$ cat src/rtl/dma_desc_sched_pkg.sv
`default_nettype none
// ==========================================================================
// dma_desc_sched_pkg : descriptor, state and error types for the scheduler
// Revision 1.0
// ==========================================================================
`ifndef DMA_DATA_WIDTH
`define DMA_DATA_WIDTH 512
`endif

package dma_desc_sched_pkg;

  localparam int DMA_BEAT_BYTES = `DMA_DATA_WIDTH / 8;
  localparam int DMA_BEAT_LSB   = $clog2(DMA_BEAT_BYTES);

  typedef struct packed {
    logic [31:0] src_addr;
    logic [31:0] dst_addr;
    logic [31:0] num_bytes;
  } s_dma_desc_t;

  typedef enum logic [2:0] {
    IDLE   = 3'd0,
    SCAN   = 3'd1,
    LAUNCH = 3'd2,
    WAIT   = 3'd3,
    DONE   = 3'd4
  } dma_sched_st_t;

  typedef enum logic [1:0] {
    DMA_ERR_NONE  = 2'd0,
    DMA_ERR_DESC  = 2'd1,
    DMA_ERR_ABORT = 2'd2
  } dma_err_t;

  // Streamers move whole beats only, so length and both addresses must be beat aligned.
  function automatic logic desc_valid(input s_dma_desc_t d);
    return (d.num_bytes != '0) &&
           (d.num_bytes[DMA_BEAT_LSB-1:0] == '0) &&
           (d.src_addr[DMA_BEAT_LSB-1:0] == '0) &&
           (d.dst_addr[DMA_BEAT_LSB-1:0] == '0);
  endfunction

endpackage
`default_nettype wire

$ cat src/rtl/dma_desc_sched.sv
`default_nettype none
// ==========================================================================
// dma_desc_sched : walks CSR descriptor slots and launches rd/wr streamers
// Revision 1.0
// ==========================================================================
module dma_desc_sched
  import dma_desc_sched_pkg::*;
#(
  parameter  int NUM_DESC = 4,
  localparam int DIDX_W   = (NUM_DESC > 1) ? $clog2(NUM_DESC) : 1
) (
  input  logic                clk,
  input  logic                rst_n,
  input  logic                dma_go_i,
  input  logic                dma_abort_i,
  input  logic [NUM_DESC-1:0] dma_desc_en_i,
  input  s_dma_desc_t         dma_desc_i [NUM_DESC],
  output s_dma_desc_t         dma_desc_o,
  output logic                dma_rd_stream_valid_o,
  input  logic                dma_rd_stream_done_i,
  output logic                dma_wr_stream_valid_o,
  input  logic                dma_wr_stream_done_i,
  output logic                dma_busy_o,
  output logic                dma_done_o,
  output dma_err_t            dma_err_o,
  output logic [DIDX_W-1:0]   dma_cur_desc_o
);

  localparam logic [DIDX_W-1:0] LAST_IDX = DIDX_W'(NUM_DESC - 1);

  dma_sched_st_t     state_q, state_d;
  logic [DIDX_W-1:0] idx_q, idx_d;
  s_dma_desc_t       desc_q, desc_d;
  dma_err_t          err_q, err_d;
  logic              rd_valid_q, rd_valid_d;
  logic              wr_valid_q, wr_valid_d;
  logic              busy_q, busy_d;
  logic              done_q, done_d;
  logic              rd_flag_q, rd_flag_d;
  logic              wr_flag_q, wr_flag_d;
  logic              abort_pend_q, abort_pend_d;

  always_comb begin
    state_d      = state_q;
    idx_d        = idx_q;
    desc_d       = desc_q;
    err_d        = err_q;
    rd_valid_d   = 1'b0;
    wr_valid_d   = 1'b0;
    busy_d       = busy_q;
    done_d       = 1'b0;
    rd_flag_d    = rd_flag_q;
    wr_flag_d    = wr_flag_q;
    abort_pend_d = abort_pend_q;

    if (dma_abort_i && (state_q == SCAN || state_q == LAUNCH || state_q == WAIT)) begin
      abort_pend_d = 1'b1;
    end

    case (state_q)
      IDLE: begin
        if (dma_go_i) begin
          err_d        = DMA_ERR_NONE;
          idx_d        = '0;
          abort_pend_d = 1'b0;
          busy_d       = 1'b1;
          state_d      = SCAN;
        end
      end
      SCAN: begin
        if (abort_pend_d) begin
          err_d   = DMA_ERR_ABORT;
          done_d  = 1'b1;
          state_d = DONE;
        end else if (dma_desc_en_i[idx_q]) begin
          if (desc_valid(dma_desc_i[idx_q])) begin
            desc_d     = dma_desc_i[idx_q];
            rd_valid_d = 1'b1;
            wr_valid_d = 1'b1;
            state_d    = LAUNCH;
          end else begin
            err_d   = DMA_ERR_DESC;
            done_d  = 1'b1;
            state_d = DONE;
          end
        end else if (idx_q == LAST_IDX) begin
          done_d  = 1'b1;
          state_d = DONE;
        end else begin
          idx_d = idx_q + 1'b1;
        end
      end
      LAUNCH: begin
        rd_flag_d = 1'b0;
        wr_flag_d = 1'b0;
        state_d   = WAIT;
      end
      WAIT: begin
        rd_flag_d = rd_flag_q | dma_rd_stream_done_i;
        wr_flag_d = wr_flag_q | dma_wr_stream_done_i;
        if (rd_flag_d && wr_flag_d) begin
          // Last slot finishes straight into DONE so it is never rescanned.
          if (idx_q == LAST_IDX) begin
            if (abort_pend_d) err_d = DMA_ERR_ABORT;
            done_d  = 1'b1;
            state_d = DONE;
          end else begin
            idx_d   = idx_q + 1'b1;
            state_d = SCAN;
          end
        end
      end
      DONE: begin
        busy_d       = 1'b0;
        abort_pend_d = 1'b0;
        state_d      = IDLE;
      end
      default: state_d = IDLE;
    endcase
  end

  always_ff @(posedge clk or negedge rst_n) begin
    if (!rst_n) begin
      state_q      <= IDLE;
      idx_q        <= '0;
      desc_q       <= '0;
      err_q        <= DMA_ERR_NONE;
      rd_valid_q   <= 1'b0;
      wr_valid_q   <= 1'b0;
      busy_q       <= 1'b0;
      done_q       <= 1'b0;
      rd_flag_q    <= 1'b0;
      wr_flag_q    <= 1'b0;
      abort_pend_q <= 1'b0;
    end else begin
      state_q      <= state_d;
      idx_q        <= idx_d;
      desc_q       <= desc_d;
      err_q        <= err_d;
      rd_valid_q   <= rd_valid_d;
      wr_valid_q   <= wr_valid_d;
      busy_q       <= busy_d;
      done_q       <= done_d;
      rd_flag_q    <= rd_flag_d;
      wr_flag_q    <= wr_flag_d;
      abort_pend_q <= abort_pend_d;
    end
  end

  assign dma_desc_o            = desc_q;
  assign dma_rd_stream_valid_o = rd_valid_q;
  assign dma_wr_stream_valid_o = wr_valid_q;
  assign dma_busy_o            = busy_q;
  assign dma_done_o            = done_q;
  assign dma_err_o             = err_q;
  assign dma_cur_desc_o        = idx_q;

endmodule
`default_nettype wire

$ cat config.mk
export PLATFORM = sky130hd
export DESIGN_NAME = dma_desc_sched
export DESIGN_NICKNAME = d
export VERILOG_FILES = /design/src/rtl/dma_desc_sched_pkg.sv /design/src/rtl/dma_desc_sched.sv
export SDC_FILE = /design/constraint.sdc
export NUM_CORES = 1
export LEC_CHECK = 0
export ABC_CLOCK_PERIOD_IN_PS = 5600
export CAP_MARGIN = 20
export CORE_AREA = 2 2 196 198
export CTS_BUF_LIST = sky130_fd_sc_hd__clkbuf_8
export DETAILED_ROUTE_END_ITERATION = 8
export DIE_AREA = 0 0 198 200
export PLACE_DENSITY = 0.45
export SLEW_MARGIN = 20
export SYNTH_ARGS = -nofsm -noshare
export SYNTH_HDL_FRONTEND = slang
export SYNTH_SLANG_ARGS = --single-unit
export TNS_END_PERCENT = 20
$ cat constraint.sdc
create_clock -name clk -period 5.6 [get_ports clk]
set_input_delay 1.68 -clock clk [delete_from_list [all_inputs] [get_ports clk]]
set_output_delay 1.68 -clock clk [all_outputs]
set_load 0.01 [all_outputs]
==> impl_metrics.toml, run 1 <==
[global_route]
antenna_found_initial = 0
grt_pass1_vias = 6320
grt.total_usage = 0.145
grt_overflow = 0
grt_max_degree = 57
grt_first_pass_wirelength_um = 41400

[finish]
layout_common_cells = "496 x clkdlybuf4s50_1, 107 x dfrtp_1, 79 x mux4_2"
syn2layout_area_growth_pct = 90.8
layout_commonest_cell = "clkdlybuf4s50_1"
multi_input_area_sq_mm = 0.00342
drive_gt1_frac = 0.209
nets = 1293
register_area_sq_mm = 0.00274
final_area_sq_mm = 0.0121
num-fill-cells = 3789

[route]
vias = 5709
wl_per_cell_um = 20.7
drt-initial-drc-count = 121
drt-total-wl_um = 29300
first_pass_iters = 4
routed_via_density = 4.03
ant_nets = 0
drcViolationCount = 0

[critical_path]
start_kind = "primary input"
r2r_start = "dma_cur_desc_o[1]$_DFFE_PN0P_"
reg2reg_slack_ns = 1.93
worst-setup-path-type = "in -> reg"
ff2ff_path_depth = 8
regToRegEndpoint = "dma_desc_o[59]$_DFFE_PN0P_"
endpoint_kind = "register"
crit_fanout = 49
worstPathRequired_ns = 5.89
cp-startpoint = "dma_desc_i[165]"
worstPathArrival_ns = 4.98
crit_end = "dma_desc_o[59]$_DFFE_PN0P_"

[placed_design]
gp_congestion = 0.856
port-buffer-count = 497
hpwl_um = 24300
place_area_sq_mm = 0.0119
pre_cts_slack_ns = 0.435

[synth]
syn-cell-area_sq_mm = 0.00633
yosysUniqueCellTypes = 39
synthTopCellsByArea = "dfrtp_1 43%, mux4_2 28%, mux2_2 10%, mux2_4 4.7%, nor4_1 2.5%"
yosysTopAreaCell = "dfrtp_1"
syn-num-nets = 806
synth_ff_type = "dfrtp_1"
syn-instance-count = 411
yosys_warnings = 0
synth_edf_count = 0
synth_top_area_frac = 0.431
async_flop_share = 1.00
avgSynthCellArea_sq_um = 15.4
ys_seq_area_frac = 0.431
ys_seq_elements = 109

[power]
powerDensity_mw_per_mm2 = 197
vdd_drop_max_uv = 106
p_switching_uw = 730
intPower_uw = 1650
clkPwrFrac = 0.215
power_frac_seq = 0.381
switching_share = 0.307
p_leak_uw = 0.00465
combPwrFrac = 0.404

[clock_tree]
clkTransAtPathRegs_ns = 0.12
cts_resized = 0
cts_tree = "yes"
hold_buffers = 0
root_buffer = "clkbuf_8"
clk_latency_ns = 0.39
cts_made_buffers = 9
clock-sinks = 109
cts_setup_buffers = 0
cts.path.max_buffers = 2
cts-htree-levels = 3

[hold_path]
hp-class = "reg -> reg"
min_path_cells = 1

[timing]
fin_ws_ns = 0.906
setup_viol = 0
tightest_slew_ns = 0.783
rsz0062_at_grt = "false"
fin_crit_sh = 0.838
tns_ns = 0
clock.fmax_mhz = 213
hold_viol = 0
drv_slew = 0
skew_ns = 0.0149
period_needed_ns = 4.69
relSlewSlack = 0.478

[floorplan]
die_w_um = 198
start_util = 0.169
core_sq_mm = 0.0374
rows = 71
io_pins = 498
die_y_um = 200
die_area_sq_mm = 0.0396

[job]
maxCapViolations = 0

[status]
status = "finished clean"
==> power groups by stage <==
stage / clock (uW) / combinational (uW) / sequential, uW
after floorplan: 0 / 580 / 858
after global placement: 0 / 984 / 933
after detailed placement: 0 / 981 / 932
after CTS: 550 / 984 / 917
after global routing: 579 / 1040 / 926
final: 512 / 961 / 908
==> Yosys cell counts, types with 2 or more instances <==
cell and instances:
inv_1 4, nor2_1 17, nor4_1 25, nand4_1 5, mux2_2 59, mux4_2 79, buf_6 5, o21ai_0 4
clkbuf_1 13, o21bai_1 2, nor4b_1 2, nor2b_1 19, nand2b_1 2, nand3_1 2, a21oi_1 8, mux2_4 20
nand2_1 2, buf_2 11, dfrtp_1 109, o21a_1 2, and3_1 2, a22oi_1 2
==> worst min path at each step <==
stage | from | end
detailed placement | dma_desc_o[67]$_DFFE_PN0P_ | dma_desc_o[67]$_DFFE_PN0P_
global placement | dma_desc_o[1]$_DFFE_PN0P_ | dma_desc_o[1]$_DFFE_PN0P_
floorplan | wr_flag_q$_DFFE_PN0P_ | wr_flag_q$_DFFE_PN0P_
finish | dma_desc_o[68]$_DFFE_PN0P_ | dma_desc_o[68]$_DFFE_PN0P_
global route | dma_desc_o[67]$_DFFE_PN0P_ | dma_desc_o[67]$_DFFE_PN0P_
CTS | dma_desc_o[66]$_DFFE_PN0P_ | dma_desc_o[66]$_DFFE_PN0P_
==> per-stage QoR <==
stage               total power, uW  std cells  hold slack, ns  utilization
finish                         2380       1415           0.510        0.323
global route                   2540       1414           0.529        0.323
CTS                            2450       1414           0.516        0.323
detailed placement             1910       1398           0.486        0.318
global placement               1920       1398           0.483        0.318
floorplan                      1440        411           0.485            -
==> flip-flops by register name, indices dropped and copies added, names as in the netlist <==
name and count:
dma_desc_o 96, state_q 3, dma_cur_desc_o 2, dma_err_o 2, abort_pend_q 1, dma_busy_o 1
dma_done_o 1, dma_wr_stream_valid_o 1, rd_flag_q 1, wr_flag_q 1
==> cells by family after synthesis <==
kind of cell	Yosys count	share of synthesized area
AND/OR/NAND/NOR	81	0.0731
multiplexers	159	0.435
adder cells (fa/ha/maj)	1	0.00198
AO/OA/AOI/OAI	26	0.0294
buffers and inverters	35	0.0296
flip-flops	109	0.431
==> per-layer routing <==
layer	share of wire	global-route usage
met1	0.39	0.170
met2	0.53	0.262
met3	0.068	0.0402
met4	0.017	0.0382
met5	0	0
==> area by class of cell <==
class | count | area share
timing repair buffer | 507 | 0.420
multi-input combinational | 267 | 0.283
sequential | 109 | 0.226
tap | 511 | 0.0529
clock buffer | 9 | 0.0103
clock inverter | 7 | 0.00622
inverter | 4 | 0.00124
antenna | 1 | 0.000207
==> worst max-delay path, cell delays in order <==
cell and delay, ns:
clkdlybuf4s50_1 0.40, nor4b_1 0.60, nand4_1 0.19, nor4_1 0.50
buf_4 0.21, o21bai_1 0.11, a2111oi_4 0.53, buf_12 0.34
mux2_2 0.37
Power figures use the tool's default switching activity.
==> run 2: changes to the inputs <==
ABC_CLOCK_PERIOD_IN_PS = 4000   (was 5600)
PLACE_DENSITY = 0.46   (was 0.45)
clock period = 4 ns   (was 5.6 ns; I/O delays follow)
==> run 2 against run 1 <==
Critical path depth rose by 1. Flip-flop and latch count did not move. Die area did not move. Sequential share of layout area fell by 0.32 points. First-iteration DRC count rose by 4.1%. Largest power group unchanged. Critical path type unchanged. Cell count rose by 0.78%. Global-route usage fell by 0.72 points.
==> impl_metrics.toml, run 2 (synthesized netlist as in run 1, its figures left out) <==
[critical_path]
worstPathArrival_ns = 4.09
crit_family = "buffers and inverters"
regToRegEndpoint = "dma_desc_o[82]$_DFFE_PN0P_"
worstPathRequired_ns = 4.27
ff2ff_path_depth = 10
endpoint_kind = "register"
cp_slowest_cell = "nor4_1"
reg2reg_slack_ns = 0.73
crit_fanout = 20
worstPathCellList = "clkdlybuf4s50_1, nor4_1, nand4_1, buf_4, nor4_1, o21bai_1, a2111oi_4, buf_4, buf_12, mux2_2"
start_kind = "primary input"
worst-setup-path-type = "in -> reg"
r2r_start = "dma_cur_desc_o[0]$_DFFE_PN0P_"
critPathMaxStageDelay_ns = 0.53
path_buf_inv = 4

[route]
drcViolationCount = 0
vias = 5772
drt-total-wl_um = 27800
first_pass_iters = 4
wl_per_cell_um = 19.5
routed_via_density = 4.05
drt-initial-drc-count = 126
ant_nets = 0

[clock_tree]
clkTransAtPathRegs_ns = 0.11
cts-htree-levels = 3
hold_buffers = 0
cts.path.max_buffers = 2
clk_latency_ns = 0.38
cts_resized = 0
cts_setup_buffers = 0
cts_made_buffers = 9
clock-sinks = 109
root_buffer = "clkbuf_8"
cts_tree = "yes"

[finish]
drive_gt1_frac = 0.222
syn2layout_area_growth_pct = 93.5
largest_register_ffs = 96
layout_common_cells = "496 x clkdlybuf4s50_1, 107 x dfrtp_1, 79 x mux4_2"
layout_commonest_cell = "clkdlybuf4s50_1"
diodes = 0
num-fill-cells = 3759
register_area_sq_mm = 0.00274
nets = 1305
multi_input_area_sq_mm = 0.00342

[placed_design]
pre_cts_slack_ns = -0.371
hpwl_um = 23300
port-buffer-count = 497
gp_congestion = 0.800

[global_route]
grt.total_usage = 0.138
grt_first_pass_wirelength_um = 40100
grt_pass1_vias = 6343
antenna_found_initial = 0
grt_max_degree = 57
grt_overflow = 0

[floorplan]
die_y_um = 200
die_area_sq_mm = 0.0396
start_util = 0.169
die_w_um = 198
core_sq_mm = 0.0374
io_pins = 498
rows = 71

[hold_path]
hp-class = "reg -> reg"
min_path_cells = 1
hp-start = "dma_desc_o[69]$_DFFE_PN0P_"
hold_end = "dma_desc_o[69]$_DFFE_PN0P_"

[timing]
drv_slew = 0
tns_ns = 0
hold_viol = 0
relSlewSlack = 0.533
period_needed_ns = 3.82
rsz0062_at_grt = "false"
setup_viol = 0
fin_ws_ns = 0.179
clock.fmax_mhz = 262
tightest_slew_ns = 0.694
fin_crit_sh = 0.955
skew_ns = 0.0229

[power]
powerDensity_mw_per_mm2 = 277
p_leak_uw = 0.00474
vdd_drop_max_uv = 133

[status]
status = "finished clean"

[job]
maxCapViolations = 0
==> run 2: how the worst max path moves through the flow <==
| stage | startpoint | end | slack (ns) | depth (start not counted) |
|---|---|---|---|---|
| global route | dma_desc_i[325] | dma_desc_o[90]$_DFFE_PN0P_ | 0.003 | 10 |
| finish | dma_desc_i[133] | dma_desc_o[90]$_DFFE_PN0P_ | 0.18 | 10 |
| global placement | dma_desc_i[129] | dma_desc_o[90]$_DFFE_PN0P_ | -0.37 | 10 |
| detailed placement | dma_desc_i[129] | dma_desc_o[92]$_DFFE_PN0P_ | -0.37 | 10 |
| floorplan | dma_desc_i[321] | dma_desc_o[70]$_DFFE_PN0P_ | 0.87 | 8 |
| CTS | dma_desc_i[129] | dma_desc_o[90]$_DFFE_PN0P_ | 0.07 | 10 |
==> run 2: area by class of cell <==
class,instances,share of cell area
Sequential cell,109,0.223
Clock buffer,10,0.0112
Multi-Input combinational cell,267,0.279
Inverter,4,0.00123
Timing Repair Buffer,519,0.426
Clock inverter,6,0.00633
Tap cell,511,0.0522
==> run 2: metrics by stage <==
step	instance area [sq um]	utilization	instances	power [uW]	hold WS, ns
2_1_floorplan	6330	-	411	2010	0.485
3_3_place_gp	12000	0.322	1410	2710	0.484
3_5_place_dp	12000	0.322	1410	2700	0.486
4_1_cts	12200	0.327	1426	3500	0.512
5_1_grt	12300	0.328	1426	3620	0.532
6_report	12300	0.328	1426	3390	0.502
==> run 2: per-layer routing <==
metal  wire (um)  GRT usage  part of all wire  vias to the layer above
met1       11300      0.168              0.41                     2866
met3        1850     0.0333             0.067                       18
met5           0          0                 0                        -
li1            -          -                 -                     2643
met4         345     0.0326             0.012                        0
met2       14300      0.245              0.51                      245
==> run 2: report_power, final <==
group | total, uW | internal [uW] | switching (uW)
combinational | 1390 | 891 | 498
sequential | 1250 | 1140 | 108
clock | 753 | 321 | 432
